### src/rtl/voice_allocator.sv
// Polyphony scheduler: scans key levels one per cycle, assigns pressed keys to
// tone-generator slots (lowest free slot, else oldest slot when stealing is on).
// Ports:
//   CLOCK_50     system clock
//   reset        asynchronous active-high reset
//   scan_en      1: scanner advances; 0: scanner and voices hold
//   key_in       key levels (1 = pressed), already synchronous
//   voice_active per-slot sounding flag
//   voice_key    per-slot key index, slot v at bits v*KEY_W +: KEY_W
//   voice_start  one-cycle pulse when a slot is (re)assigned
//   drop_count   presses dropped when all slots busy (no stealing), saturating
module voice_allocator #(
    parameter int NUM_KEYS   = 12,
    parameter int NUM_VOICES = 4,
    parameter int KEY_W      = 4,
    parameter int STEAL_EN   = 1
) (
    input  logic                        CLOCK_50,
    input  logic                        reset,
    input  logic                        scan_en,
    input  logic [NUM_KEYS-1:0]         key_in,
    output logic [NUM_VOICES-1:0]       voice_active,
    output logic [NUM_VOICES*KEY_W-1:0] voice_key,
    output logic [NUM_VOICES-1:0]       voice_start,
    output logic [7:0]                  drop_count
);

    localparam int VW    = (NUM_VOICES > 1) ? $clog2(NUM_VOICES) : 1;
    localparam int AGE_W = VW;
    localparam logic [AGE_W-1:0] AGE_MAX  = AGE_W'(NUM_VOICES - 1);
    localparam logic [KEY_W-1:0] PTR_LAST = KEY_W'(NUM_KEYS - 1);

    logic [KEY_W-1:0]                       ptr_q, ptr_d;
    logic [NUM_KEYS-1:0]                    prev_q, prev_d;
    logic [NUM_VOICES-1:0]                  act_q, act_d;
    logic [NUM_VOICES-1:0][KEY_W-1:0]       key_q, key_d;
    logic [NUM_VOICES-1:0]                  start_q, start_d;
    logic [7:0]                             drop_q, drop_d;
    logic [NUM_VOICES-1:0][AGE_W-1:0]       age_q, age_d;

    logic             cur, prv, press, rel;
    logic             free_ok, own_ok;
    logic [VW-1:0]    free_v, old_v, own_v, sel_v;
    logic [AGE_W-1:0] old_age;

    // Slot searches: lowest free slot, oldest slot (ties to lowest index),
    // and the slot currently owning the scanned key.
    always_comb begin
        cur     = key_in[ptr_q];
        prv     = prev_q[ptr_q];
        press   = scan_en & cur & ~prv;
        rel     = scan_en & ~cur & prv;
        free_ok = 1'b0;
        free_v  = '0;
        for (int v = NUM_VOICES - 1; v >= 0; v--) begin
            if (!act_q[v]) begin
                free_ok = 1'b1;
                free_v  = VW'(v);
            end
        end
        old_v   = '0;
        old_age = age_q[0];
        for (int v = 1; v < NUM_VOICES; v++) begin
            if (age_q[v] > old_age) begin
                old_v   = VW'(v);
                old_age = age_q[v];
            end
        end
        own_ok = 1'b0;
        own_v  = '0;
        for (int v = 0; v < NUM_VOICES; v++) begin
            if (act_q[v] && key_q[v] == ptr_q) begin
                own_ok = 1'b1;
                own_v  = VW'(v);
            end
        end
        sel_v = free_ok ? free_v : old_v;
    end

    always_comb begin
        ptr_d   = ptr_q;
        prev_d  = prev_q;
        act_d   = act_q;
        key_d   = key_q;
        start_d = '0;
        drop_d  = drop_q;
        age_d   = age_q;
        if (scan_en) begin
            ptr_d         = (ptr_q == PTR_LAST) ? '0 : ptr_q + KEY_W'(1);
            prev_d[ptr_q] = cur;
        end
        if (press) begin
            if (free_ok || STEAL_EN != 0) begin
                for (int v = 0; v < NUM_VOICES; v++) begin
                    if (VW'(v) == sel_v) begin
                        act_d[v]   = 1'b1;
                        key_d[v]   = ptr_q;
                        start_d[v] = 1'b1;
                        age_d[v]   = '0;
                    end else if (act_q[v] && age_q[v] != AGE_MAX) begin
                        age_d[v] = age_q[v] + AGE_W'(1);
                    end
                end
            end else if (drop_q != 8'hFF) begin
                drop_d = drop_q + 8'd1;
            end
        end
        // A key that lost its slot to stealing or was dropped has no owner.
        if (rel && own_ok) begin
            act_d[own_v] = 1'b0;
            age_d[own_v] = '0;
        end
    end

    always_ff @(posedge CLOCK_50 or posedge reset) begin
        if (reset) begin
            ptr_q   <= '0;
            prev_q  <= '0;
            act_q   <= '0;
            key_q   <= '0;
            start_q <= '0;
            drop_q  <= '0;
            age_q   <= '0;
        end else begin
            ptr_q   <= ptr_d;
            prev_q  <= prev_d;
            act_q   <= act_d;
            key_q   <= key_d;
            start_q <= start_d;
            drop_q  <= drop_d;
            age_q   <= age_d;
        end
    end

    assign voice_active = act_q;
    assign voice_key    = key_q;
    assign voice_start  = start_q;
    assign drop_count   = drop_q;

endmodule

### config.mk
export PLATFORM = sky130hd
export DESIGN_NAME = voice_allocator
export DESIGN_NICKNAME = d
export VERILOG_FILES = /design/src/rtl/voice_allocator.sv
export SDC_FILE = /design/constraint.sdc
export NUM_CORES = 1
export LEC_CHECK = 0
export CAP_MARGIN = 25
export CORE_MARGIN = 5
export CORE_UTILIZATION = 29
export CTS_CLUSTER_SIZE = 28
export DETAILED_ROUTE_END_ITERATION = 16
export DONT_BUFFER_PORTS = 1
export MAX_ROUTING_LAYER = met4
export PLACE_DENSITY = 0.41
export SYNTH_ARGS = -nofsm -noshare
export SYNTH_HDL_FRONTEND = slang
export SYNTH_SLANG_ARGS = --single-unit
### constraint.sdc
create_clock -name CLOCK_50 -period 4 [get_ports CLOCK_50]
set_input_delay 0.2 -clock CLOCK_50 [delete_from_list [all_inputs] [get_ports CLOCK_50]]
set_output_delay 0.2 -clock CLOCK_50 [all_outputs]
set_load 0.01 [all_outputs]
After elaboration in Yosys (flattened, before gate mapping)
Cells that the tools add are included.
- word-level logic and storage cells: 116
- register bits: 48
- bits of input ports: 15
- $lt $le $gt $ge: 7
- mux-type cells: 54
- eq/ne operators: 12
- bitwise logic cells: 10
- $add $sub $neg: 5
- reductions and logical operators: 16
- operator list (cell ; number):
    $mux 2 ; 20
    $mux 1 ; 22
    $eq 4x4->1 ; 4
    $mux 4 ; 4
    $mux 8 ; 2
    $bwmux 12 ; 1
    $logic_and 1x1->1 ; 11
    $add 2x1->2 const B ; 4
    $and 8x8->8 ; 1
    $bmux 1 s4 ; 2
    $ne 2x2->1 const B ; 4
    $not 8->8 ; 1
    $reduce_and 2->1 ; 4
    $gt 2x2->1 ; 3
    $lt 4x5->1 const B ; 1
    $add 4x1->4 const B ; 1
    $and 1x1->1 ; 4
    $and 4x4->4 ; 1
    $demux 1 s4 ; 1
    $demux 2 s2 ; 1
    $eq 2x2->1 const A ; 2
    $eq 4x4->1 const B ; 1
    $ge 4x1->1 const B ; 1
    $not 4->4 ; 1
    6 further kinds ; 7

Logic depth before layout (Yosys ltp)
Gate-level depths: netlist of the first run.
- depth after elaboration: 12
- gate-level depth with buffers: 19
- gate-level depth less buffers: 18

Least setup slack after synthesis of the first run
No wires, ideal clock.
- path type: reg2reg
- start: reg age_q[0] in the netlist's numbering
- end: reg key_q, in the netlist voice_key[10]
- arrival: 3.266 ns
- data required time: 3.875 ns
- path slack: 0.608 ns
- cell stages (with the launch flop): 18
- cells stage by stage: dfrtp_1 ha_1 inv_1 o22ai_1 nand2_1 o21ai_0 ha_1 nor2b_1 or2_2 o21ai_0 ha_1 nor2b_1 o31a_1 o21ai_0 nand3_1 or2_1 buf_6 mux2_4
- longest elaborated chain between the ends: 9
- elaborated cells between the ends (all ways): 11
- classes of those cells: order compare (3); eq/ne (1); mux (6); reduce/logical (1)
- ends and longest elaborated chain (what ; RTL line ; source):
    from (decl) ; 39 ; logic [NUM_VOICES-1:0][AGE_W-1:0] age_q, age_d;
    from (signal assigned) ; 131 ; age_q <= age_d;
    $gt 2x2->1 ; 64 ; if (age_q[v] > old_age) begin
    $mux 2 ; 64 ;
    $gt 2x2->1 ; 64 ;
    $mux 2 ; 64 ;
    $gt 2x2->1 ; 64 ;
    $mux 2 (*) ; 64 ;
    $mux 2 (*) ; 77 ; sel_v = free_ok ? free_v : old_v;
    $eq 2x2->1 (*) ; 95 ; if (VW'(v) == sel_v) begin
    $reduce_and 2->1 (no source line) (*) ; -- ;
    to (signal assigned) ; 128 ; key_q <= key_d;
    to (decl) ; 36 ; logic [NUM_VOICES-1:0][KEY_W-1:0] key_q, key_d;
Mark *: on every way between the ends. The rest lies on a longest branch, timed or not.
A chain may end at the register's enable or synchronous reset.

Worst setup path after layout of the first run
- start: reg age_q[3] in the netlist's numbering
- end: reg key_q, in the netlist voice_key[0]
- longest elaborated chain between the ends: 9
- elaborated cells between the ends (all ways): 11
- classes of those cells: order compare (3); mux (6); reduce/logical (2)
- ends and longest elaborated chain (what ; RTL line):
    $gt 2x2->1 ; 64
    $mux 2 ; 64
    $gt 2x2->1 ; 64
    $mux 2 ; 64
    $gt 2x2->1 ; 64
    $mux 2 (*) ; 64
    $mux 2 (*) ; 77
    $logic_not 2->1 (*) ; 95
    $reduce_and 2->1 (no source line) (*) ; --
Marks and branches as above.

==> run metrics, run 1 <==
total track usage=roughly an eighth; fin cells=408; critical path class=flop to flop; grt total ovfl=0; drt total wl=6716 um; number of cell rows=36; fill cell count=1033; Worst Max-Slew Pin Slew=0.8005 ns; Skew-Pair Late Insertion Delay=roughly 0.3 ns; Max-slew headroom=46.64%; commonest non-fill, non-tap cell in the layout=dfrtp_1; CTS tree=built; 1st-pass router iterations=4; flop2flop setup slack=0.33 ns; cell repeated most along the worst path=ha_1; Worst path slowest cell=or3_1; reg2reg start=age_q[3]$_DFF_PP0_; Max Root-Sink Buffers=2; clock period minus worst slack=roughly 3.7 ns; Critical Path Max Stage Delay=approximately 0.43 ns; CP Capture Type=flop; register area share after synthesis=41.56%; CP max FO=6; Synth Register Bits=48; vias in the first global route=just under 2000; status=completed; FF-to-FF path depth=15; Die W=109.8 um; WL per Instance=16.46 um; ANT nets after route=0; switching share of power=43.60%; Worst Path Required=about 4.2 ns; first-pass GRT wire length=11100 um; CP startpoint=age_q[3]$_DFF_PP0_; Cell Area, Synth=2890 sq um; cell chain of the critical path=inv_1 -> ha_1 -> nor2_1 -> o22ai_2 -> o21ai_1 -> ha_1 -> nor2b_1 -> or2_2 -> o21ai_0 -> ha_1 -> nor2b_1 -> o31a_1 -> or3_1 -> a21o_1 -> mux2_2; Synth async-reset ratio=100.0%; delay-heaviest family, CP=compound AO/OA/AOI/OAI gates; Comb power frac=50.2%; static leakage=1.422 nW; Pint=0.001638 W; CP Launch Type=flop; drt first-iter violations=a little under 100; YS warnings=0; Max Cap Viol=0; RSZ-0062 raised after global routing=false; cell count after synthesis=274; Via density=~4.8; worst r2r dst=voice_key[0]$_DFFE_PP0P_; vias post-DR=1951; Starting Density=a little under 30%; area delta synth->final=9.264%; ant diodes=0; ys flop type=dfrtp_1; initial antenna violation count=0; Max H-tree Level=2; layout cell share with drive strength beyond 1=19.27%; PD cells=919.7 nW/um^2; clk root buf=clkbuf_8; Clock Pin Slew Worst Setup and Hold Paths=0.10 ns; nets@finish=305; detailed-route DRC error count=0; hold crit path type=input port to flop; Worst path depth=15; Seq pwr share=35.0%; critical path data arrival time=~3.9 ns; crit path buf inv count=1; setup_tns=0 ns; Setup crit end=voice_key[0]$_DFFE_PP0P_; Die Y-Extent=between 100 and 150 um; dpl cells=398; Max Fclk=272.4 MHz; largest net degree at the start of global routing=49; post-DP HPWL=4949 um; most frequent cells in the layout=dfrtp_1, nand2_1, mux2_2; VDD IR-drop max=280.1 uV; clock sink total=48; Final Max Slew Viols=0; Final Cycle Share=between 90% and 100%; CTS Buf Count=5; Clk pwr share=14.8%; DIE AREA=12060 sq um; switching power total=around 0.0013 W; worst clock skew=0.01047 ns; GPL Wtd Cong=0.8034; setup violators final=0; Port Buffers=0; Hold Slack=about 0.023 ns; core footprint=9729 sq um; Yosys cell types=52; EDFF count, synth=0; Final Hold Fails=0; I/O pin count=47; mean post-synth cell area=10.55 sq um
worst register-to-register path, cell delays in order, from the launching register on:
cell,delay (ns)
dfrtp_1,0.42
inv_1,0.06
ha_1,0.29
nor2_1,0.11
o22ai_2,0.10
o21ai_1,0.18
ha_1,0.26
nor2b_1,0.14
or2_2,0.29
o21ai_0,0.18
ha_1,0.18
nor2b_1,0.04
o31a_1,0.30
or3_1,0.43
a21o_1,0.28
mux2_2,0.30
routing by layer:
layer	global-route usage, %	part of all wire (%)	up-vias
met5	-	0	-
met4	2.939	0.89	0
li1	-	-	951
met1	16.79	48	959
met2	18.63	47	36
met3	2.525	3.9	5
flip-flops by register name, summed over array words and instances, names as in the netlist:
signal	cells
age_q	8
ptr_q	4
voice_key	16
prev_q	12
voice_start	4
voice_active	4
area by class of cell:
| class | instances | area, sq um | share of cell area (%) |
|---|---|---|---|
| Timing Repair Buffer | 6 | 50.05 | 1.585 |
| Inverter | 15 | 56.30 | 1.783 |
| Clock inverter | 3 | 68.82 | 2.179 |
| Clock buffer | 5 | 68.82 | 2.179 |
| Multi-Input combinational cell | 198 | 1546 | 48.97 |
| Sequential cell | 48 | 1201 | 38.03 |
| Tap cell | 133 | 166.4 | 5.269 |
power by group through the flow:
stage	Sequential [W]	Clock (W)	Combinational [W]
finish	0.00102	0.000430	0.00146
global route	0.00106	0.000464	0.00166
floorplan	0.000881	0	0.00125
detailed placement	0.00104	0	0.00143
global placement	0.00104	0	0.00142
CTS	0.00103	0.000449	0.00144
cell families (layout without fill, tap and decap cells):
group,Yosys count,after routing,synth area share (%)
buffers and inverters,35,29,6.320
adders and majority gates,16,16,6.926
other,1,8,0.1297
AOI/OAI and AO/OA,49,49,11.34
DFF,48,48,41.56
muxes,30,30,14.94
and+or+nand+nor,79,79,13.94
xor gates and xnor gates,16,16,4.848
per-stage QoR:
stage | instance area, sq um | total power (W) | utilization, % | worst slack, ns
after CTS | 3144 | 0.002917 | 32.32 | 0.2007
after global placement | 2987 | 0.002463 | 30.70 | 0.2710
final | 3158 | 0.002905 | 32.46 | 0.3293
after global routing | 3158 | 0.003188 | 32.46 | 0.01333
after detailed placement | 2987 | 0.002466 | 30.70 | 0.2276
after floorplan | 2917 | 0.002127 | - | 0.6084
worst min-delay path by stage:
stage | start | endpoint | slack, ns | cells after the start
2_1_floorplan | prev_q[8]$_DFFE_PP0P_ | prev_q[8]$_DFFE_PP0P_ | 0.47 | 1
3_3_place_gp | reset | voice_start[2]$_DFF_PP0_ | 0.31 | 2
3_5_place_dp | reset | voice_start[2]$_DFF_PP0_ | 0.31 | 2
4_1_cts | scan_en | ptr_q[1]$_DFFE_PP0P_ | 0.009 | 2
5_1_grt | scan_en | ptr_q[1]$_DFFE_PP0P_ | 0.03 | 2
6_report | scan_en | ptr_q[1]$_DFFE_PP0P_ | 0.02 | 2
timing repair:
| item | in CTS | in global routing |
|---|---|---|
| resized for setup | 0 | 5 |
| endpoints found under the hold margin | 50 | 0 |
| buffers inserted | 0 | 0 |
| endpoints found under the setup margin | 0 | 14 |
| hold buffers | 2 | 0 |
cell usage after synthesis (all sizes together), types with 8 or more instances:
library cell,instances,area share [%]
dfrtp,48,42
nand2,25,3.6
mux2,23,9.5
ha,16,6.9
inv,15,1.9
o21ai,15,2.6
buf,14,3.6
a21oi,10,1.7
nand3,10,1.7
nor2,10,1.4
xor2,10,3.0
nor2b,8,1.7
No activity file was read; power rests on OpenSTA's default activity.
==> run 2: changes to the inputs <==
- CTS_BUF_LIST: unset -> sky130_fd_sc_hd__clkbuf_2
==> run 2 against run 1 <==
- hold slack improved by 0.092 ns
- setup slack got worse by 0.018 ns
- register-to-register slack got worse by 0.02 ns
- sequential power barely moved
- non-clock buffer count did not move
- via count rose by 0.36%
- critical path type unchanged
- largest cell class unchanged
- highest routed layer unchanged
==> run metrics, run 2 (synthesized netlist as in run 1, its figures left out) <==
status=completed; Clock Pin Slew Worst Setup and Hold Paths=0.27 ns; detailed-route DRC error count=0; total track usage=12.40%; number of cell rows=36; setup_tns=0 ns; Starting Density=between 20% and 30%; largest net degree at the start of global routing=49; Final Hold Fails=0; GRT met2 Usage=about a fifth; first-pass GRT wire length=around 11000 um; Design Area, Final=3114 sq um; vias in the first global route=about 2000; worst clock skew=0.02535 ns; CTS Buf Count=5; CP Capture Type=flop; area delta synth->final=7.749%; ant diodes=0; met3 Use GR=under 10%; I/O pin count=47; Skew-Pair Late Insertion Delay=0.43 ns; Die W=109.8 um; GRT met1 Usage=approximately 17%; DIE AREA=around 12000 sq um; Largest register FFs=16; CP max FO=6; PD cells=between 900 and 1000 nW/um^2; vias post-DR=1958; WL per Instance=16.55 um; GRT Max-Usage Layer=met2; Post-CTS Setup Inserts=0; VDD IR-drop max=317.4 uV; flop2flop setup slack=0.31 ns; drt first-iter violations=~120; Final Max Slew Viols=0; drt total wl=6751 um; layout cell share with drive strength beyond 1=19.27%; worst r2r dst=voice_key[0]$_DFFE_PP0P_; Hold Slack=0.1152 ns; Max Root-Sink Buffers=2; post-DP HPWL=roughly 4900 um; Port Buffers=0; Critical Path Max Stage Delay=0.48 ns; initial antenna violation count=0; critical path class=flop to flop; nets@finish=305; hold depth=3; GPL Wtd Cong=0.8034; cell repeated most along the worst path=ha_1; 1st-pass router iterations=4; Max-slew headroom=about 47%; CP Launch Type=flop; reg2reg start=age_q[3]$_DFF_PP0_; Max Cap Viol=0; CTS tree=built; Via density=~4.8; static leakage=between 1 and 1.5 nW; FF-to-FF path depth=15; clk root buf=clkbuf_2; clock sink total=48; RSZ-0062 raised after global routing=false; ANT nets after route=0; Max H-tree Level=2; Final Power=0.002817 W; Worst Path Required=roughly 4.4 ns; Max Fclk=about 270 MHz; Die Y-Extent=109.8 um; HP Start=scan_en; Worst Max-Slew Pin Slew=0.7881 ns; Final Cycle Share=around 92%; placed cell areas=2987 sq um; grt total ovfl=0; setup violators final=0; critical path data arrival time=4.05 ns; cell chain of the critical path=inv_1 -> ha_1 -> nor2_1 -> o22ai_2 -> o21ai_1 -> ha_1 -> nor2b_1 -> or2_2 -> o21ai_0 -> ha_1 -> nor2b_1 -> o31a_1 -> or3_1 -> a21o_1 -> mux2_2; Worst path slowest cell=dfrtp_1; hold crit path type=input port to flop; hold path endpoint=voice_start[3]$_DFF_PP0_; clock period minus worst slack=3.688 ns; most frequent cells in the layout=dfrtp_1, nand2_1, mux2_2; core footprint=9729 sq um; commonest non-fill, non-tap cell in the layout=dfrtp_1
-- run 2: changes by cell type in the layout (fill, tap and decap cells not counted) --
cell / delta
clkbuf_8: -5
clkbuf_2: +5
-- run 2: critical path, delay by kind of cell, from the launching register on --
family	cells	cell delay [ns]
muxes	1	0.30
adders and majority gates	3	0.73
DFF	1	0.48
AOI/OAI and AO/OA	5	1.04
buffers and inverters	1	0.06
and+or+nand+nor	5	1.01
-- run 2: layout make-up --
class,instances,area [sq um]
Fill cell,1034,6615
Sequential cell,48,1201
Timing Repair Buffer,6,50.05
Multi-Input combinational cell,198,1546
Inverter,15,56.30
Tap cell,133,166.4
Clock inverter,3,68.82
Clock buffer,5,25.02
-- run 2: how the worst max path moves through the flow --
stage	depth (start not counted)	end	slack (ns)	start
5_1_grt	15	voice_key[0]$_DFFE_PP0P_	0.0003	age_q[1]$_DFF_PP0_
3_3_place_gp	16	voice_key[7]$_DFFE_PP0P_	0.27	age_q[3]$_DFF_PP0_
4_1_cts	16	voice_key[9]$_DFFE_PP0P_	0.19	age_q[3]$_DFF_PP0_
6_report	15	voice_key[0]$_DFFE_PP0P_	0.31	age_q[3]$_DFF_PP0_
2_1_floorplan	17	voice_key[10]$_DFFE_PP0P_	0.61	age_q[0]$_DFF_PP0_
3_5_place_dp	16	voice_key[11]$_DFFE_PP0P_	0.23	age_q[3]$_DFF_PP0_
-- run 2: repair_timing --
action                     CTS  global route
hold endpoints to repair    55             0
hold buffers                 2             0
setup endpoints to repair    0            16
gates resized for setup      0             5
-- run 2: stage by stage --
step / utilization (%) / cells / worst slack, ns
finish: 32.01 / 408 / 0.3116
global route: 32.01 / 408 / 0.0003104
CTS: 31.87 / 408 / 0.1861
detailed placement: 30.70 / 398 / 0.2276
global placement: 30.70 / 398 / 0.2710
floorplan: - / 281 / 0.6084
-- run 2: where the power goes --
group | total [W] | switching [W] | internal (W)
registers | 0.00102 | 0.000325 | 0.000690
logic | 0.00146 | 0.000767 | 0.000694
clock network | 0.000341 | 0.000171 | 0.000170
total | 0.00282 | 0.00126 | 0.00155
-- run 2: routing by layer --
| layer | up-vias | wire length (um) | part of all wire [%] |
|---|---|---|---|
| met1 | 966 | 3219 | 48 |
| met2 | 35 | 3184 | 47 |
| met5 | - | 0 | 0 |
| met4 | 0 | 72 | 1.1 |
| li1 | 951 | - | - |
| met3 | 6 | 275 | 4.1 |
==> run 3: changes to the inputs <==
- CELL_PAD_IN_SITES_DETAIL_PLACEMENT: unset -> 2
- CELL_PAD_IN_SITES_GLOBAL_PLACEMENT: unset -> 2
- CORE_UTILIZATION: 29 -> 45
- PLACE_DENSITY: 0.41 -> 0.84
- clock period: 4 -> 4.8 ns (I/O delays scaled with it)
==> run 3 against run 2 <==
- wire length is 20% higher
- sequential power down 14%
- flip-flop and latch count unchanged
- first-iteration DRC count is 51% lower
- sequential share of layout area is 1.5 points higher
- register-to-register slack improved by 0.35 ns
- setup slack gained 0.35 ns
- critical endpoint is now voice_key[6]$_DFFE_PP0P_
- highest routed layer unchanged
==> run metrics, run 3 (synthesized netlist as in run 1, its figures left out) <==
Worst Max-Slew Pin Slew=0.8463 ns; vias post-DR=2096; detailed-route DRC error count=0; vias in the first global route=2426; setup violators final=0; CP Capture Type=flop; 1st-pass router iterations=4; drt total wl=8112 um; most frequent cells in the layout=dfrtp_1, nand2_1, mux2_2; clock period minus worst slack=4.143 ns; Max Root-Sink Buffers=2; nets@finish=302; Worst Path Required=5.18 ns; Die Y-Extent=90.14 um; I/O pin count=47; critical path class=flop to flop; commonest non-fill, non-tap cell in the layout=dfrtp_1; Final Hold Fails=0; reg2reg start=age_q[1]$_DFF_PP0_; cts repair resizes=0; Max-slew headroom=between 40% and 50%; number of cell rows=29; first-pass GRT wire length=13320 um; fill cell count=656; area delta synth->final=3.723%; Sequential Area=1201 sq um; critical path data arrival time=4.52 ns; CP Launch Type=flop; clk root buf=clkbuf_2; PD cells=787.7 nW/um^2; drt first-iter violations=60; ANT nets after route=0; Max Fclk=241.4 MHz; Max H-tree Level=2; HP Start=scan_en; Max Cap Viol=0; VDD IR-drop max=320.5 uV; total track usage=21.02%; clock sink total=48; DIE AREA=8125 sq um; layout cell share with drive strength beyond 1=17.65%; Largest register FFs=16; hold crit path type=input port to flop; RSZ-0062 raised after global routing=false; Final Power=0.002361 W; status=completed; WL per Instance=23.24 um; CTS tree=built; GPL Wtd Cong=between 0.8 and 0.9; Skew-Pair Late Insertion Delay=0.48 ns; Die W=90.14 um; ant diodes=0; core footprint=6314 sq um; largest net degree at the start of global routing=49; Starting Density=45.78%; CP max FO=6; Final Cycle Share=86.31%; Hold Slack=approximately 0.012 ns; Final Max Slew Viols=0; initial antenna violation count=0; Clock Pin Slew Worst Setup and Hold Paths=roughly 0.31 ns; static leakage=between 1 and 1.5 nW; grt total ovfl=0; Via density=6.006; CP startpoint=age_q[1]$_DFF_PP0_; CTS Buf Count=5; setup_tns=0 ns; post-DP HPWL=about 5900 um; Port Buffers=0; Multi-input gate area=1533 sq um; worst clock skew=~0.045 ns
[run 3: cell count changes in the layout (fill, tap and decap cells not counted), sizes merged]
cell / change
buf: -3
bufinv: -1
clkinvlp: +1
[run 3: layout make-up]
type / count / share of cell area, %
clock inverters: 3 / 1.544
flip-flops and latches: 48 / 40.07
well taps: 77 / 3.214
clock buffers: 5 / 0.8347
inverters: 15 / 1.878
multi-input cells: 198 / 51.13
repair buffers: 3 / 1.336
[run 3: what timing repair did]
action | CTS | global route
hold buffers | 2 | 0
endpoints found under the hold margin | 52 | 0
buffers inserted | 0 | 0
[run 3: path summary, 6_finish.rpt]
path | end | slack, ns | depth (start not counted)
worst min-delay path | voice_active[3]$_DFF_PP0_ | 0.01 | 2
worst max-delay path | voice_key[6]$_DFFE_PP0P_ | 0.66 | 16
worst max register to register | voice_key[6]$_DFFE_PP0P_ | 0.66 | 16
min in group asynchronous | voice_start[3]$_DFF_PP0_ | 0.10 | 2
max in group asynchronous | ptr_q[0]$_DFFE_PP0P_ | 4.23 | 3
worst min register to register | prev_q[8]$_DFFE_PP0P_ | 0.55 | 1
[run 3: critical path, stage by stage, from the launching register on]
cell	delay [ns]
dfrtp_1	0.47
inv_1	0.12
ha_1	0.26
nor2_1	0.12
o22ai_1	0.12
o21ai_0	0.32
ha_1	0.30
nor2b_1	0.15
or2_2	0.29
o21ai_0	0.17
ha_1	0.17
nor2b_1	0.04
o31a_1	0.31
o21ai_0	0.30
nand3_1	0.24
or2_1	0.37
mux2_2	0.30
[run 3: power by group]
group	internal (W)	switching, W
clock	0.0000896	0.000150
sequential	0.000574	0.000302
combinational	0.000555	0.000690
[run 3: per-stage QoR]
stage,instances,utilization [%],area [sq um],setup WS (ns)
after global placement,338,45.72,2887,1.052
after CTS,348,47.17,2978,0.6792
final,349,47.48,2998,0.6573
after detailed placement,338,45.72,2887,0.7466
after floorplan,281,-,2917,1.408
after global routing,349,47.48,2998,0.3394
[run 3: metal layers]
layer  vias to the layer above  global-route usage, %  share of wire (%)
li1                        939                      -                  -
met1                      1108                  24.80                 40
met2                        38                  36.34                 54
met3                        11                  4.090                3.5
met4                         0                  6.203                1.7
met5                         -                      -                  0
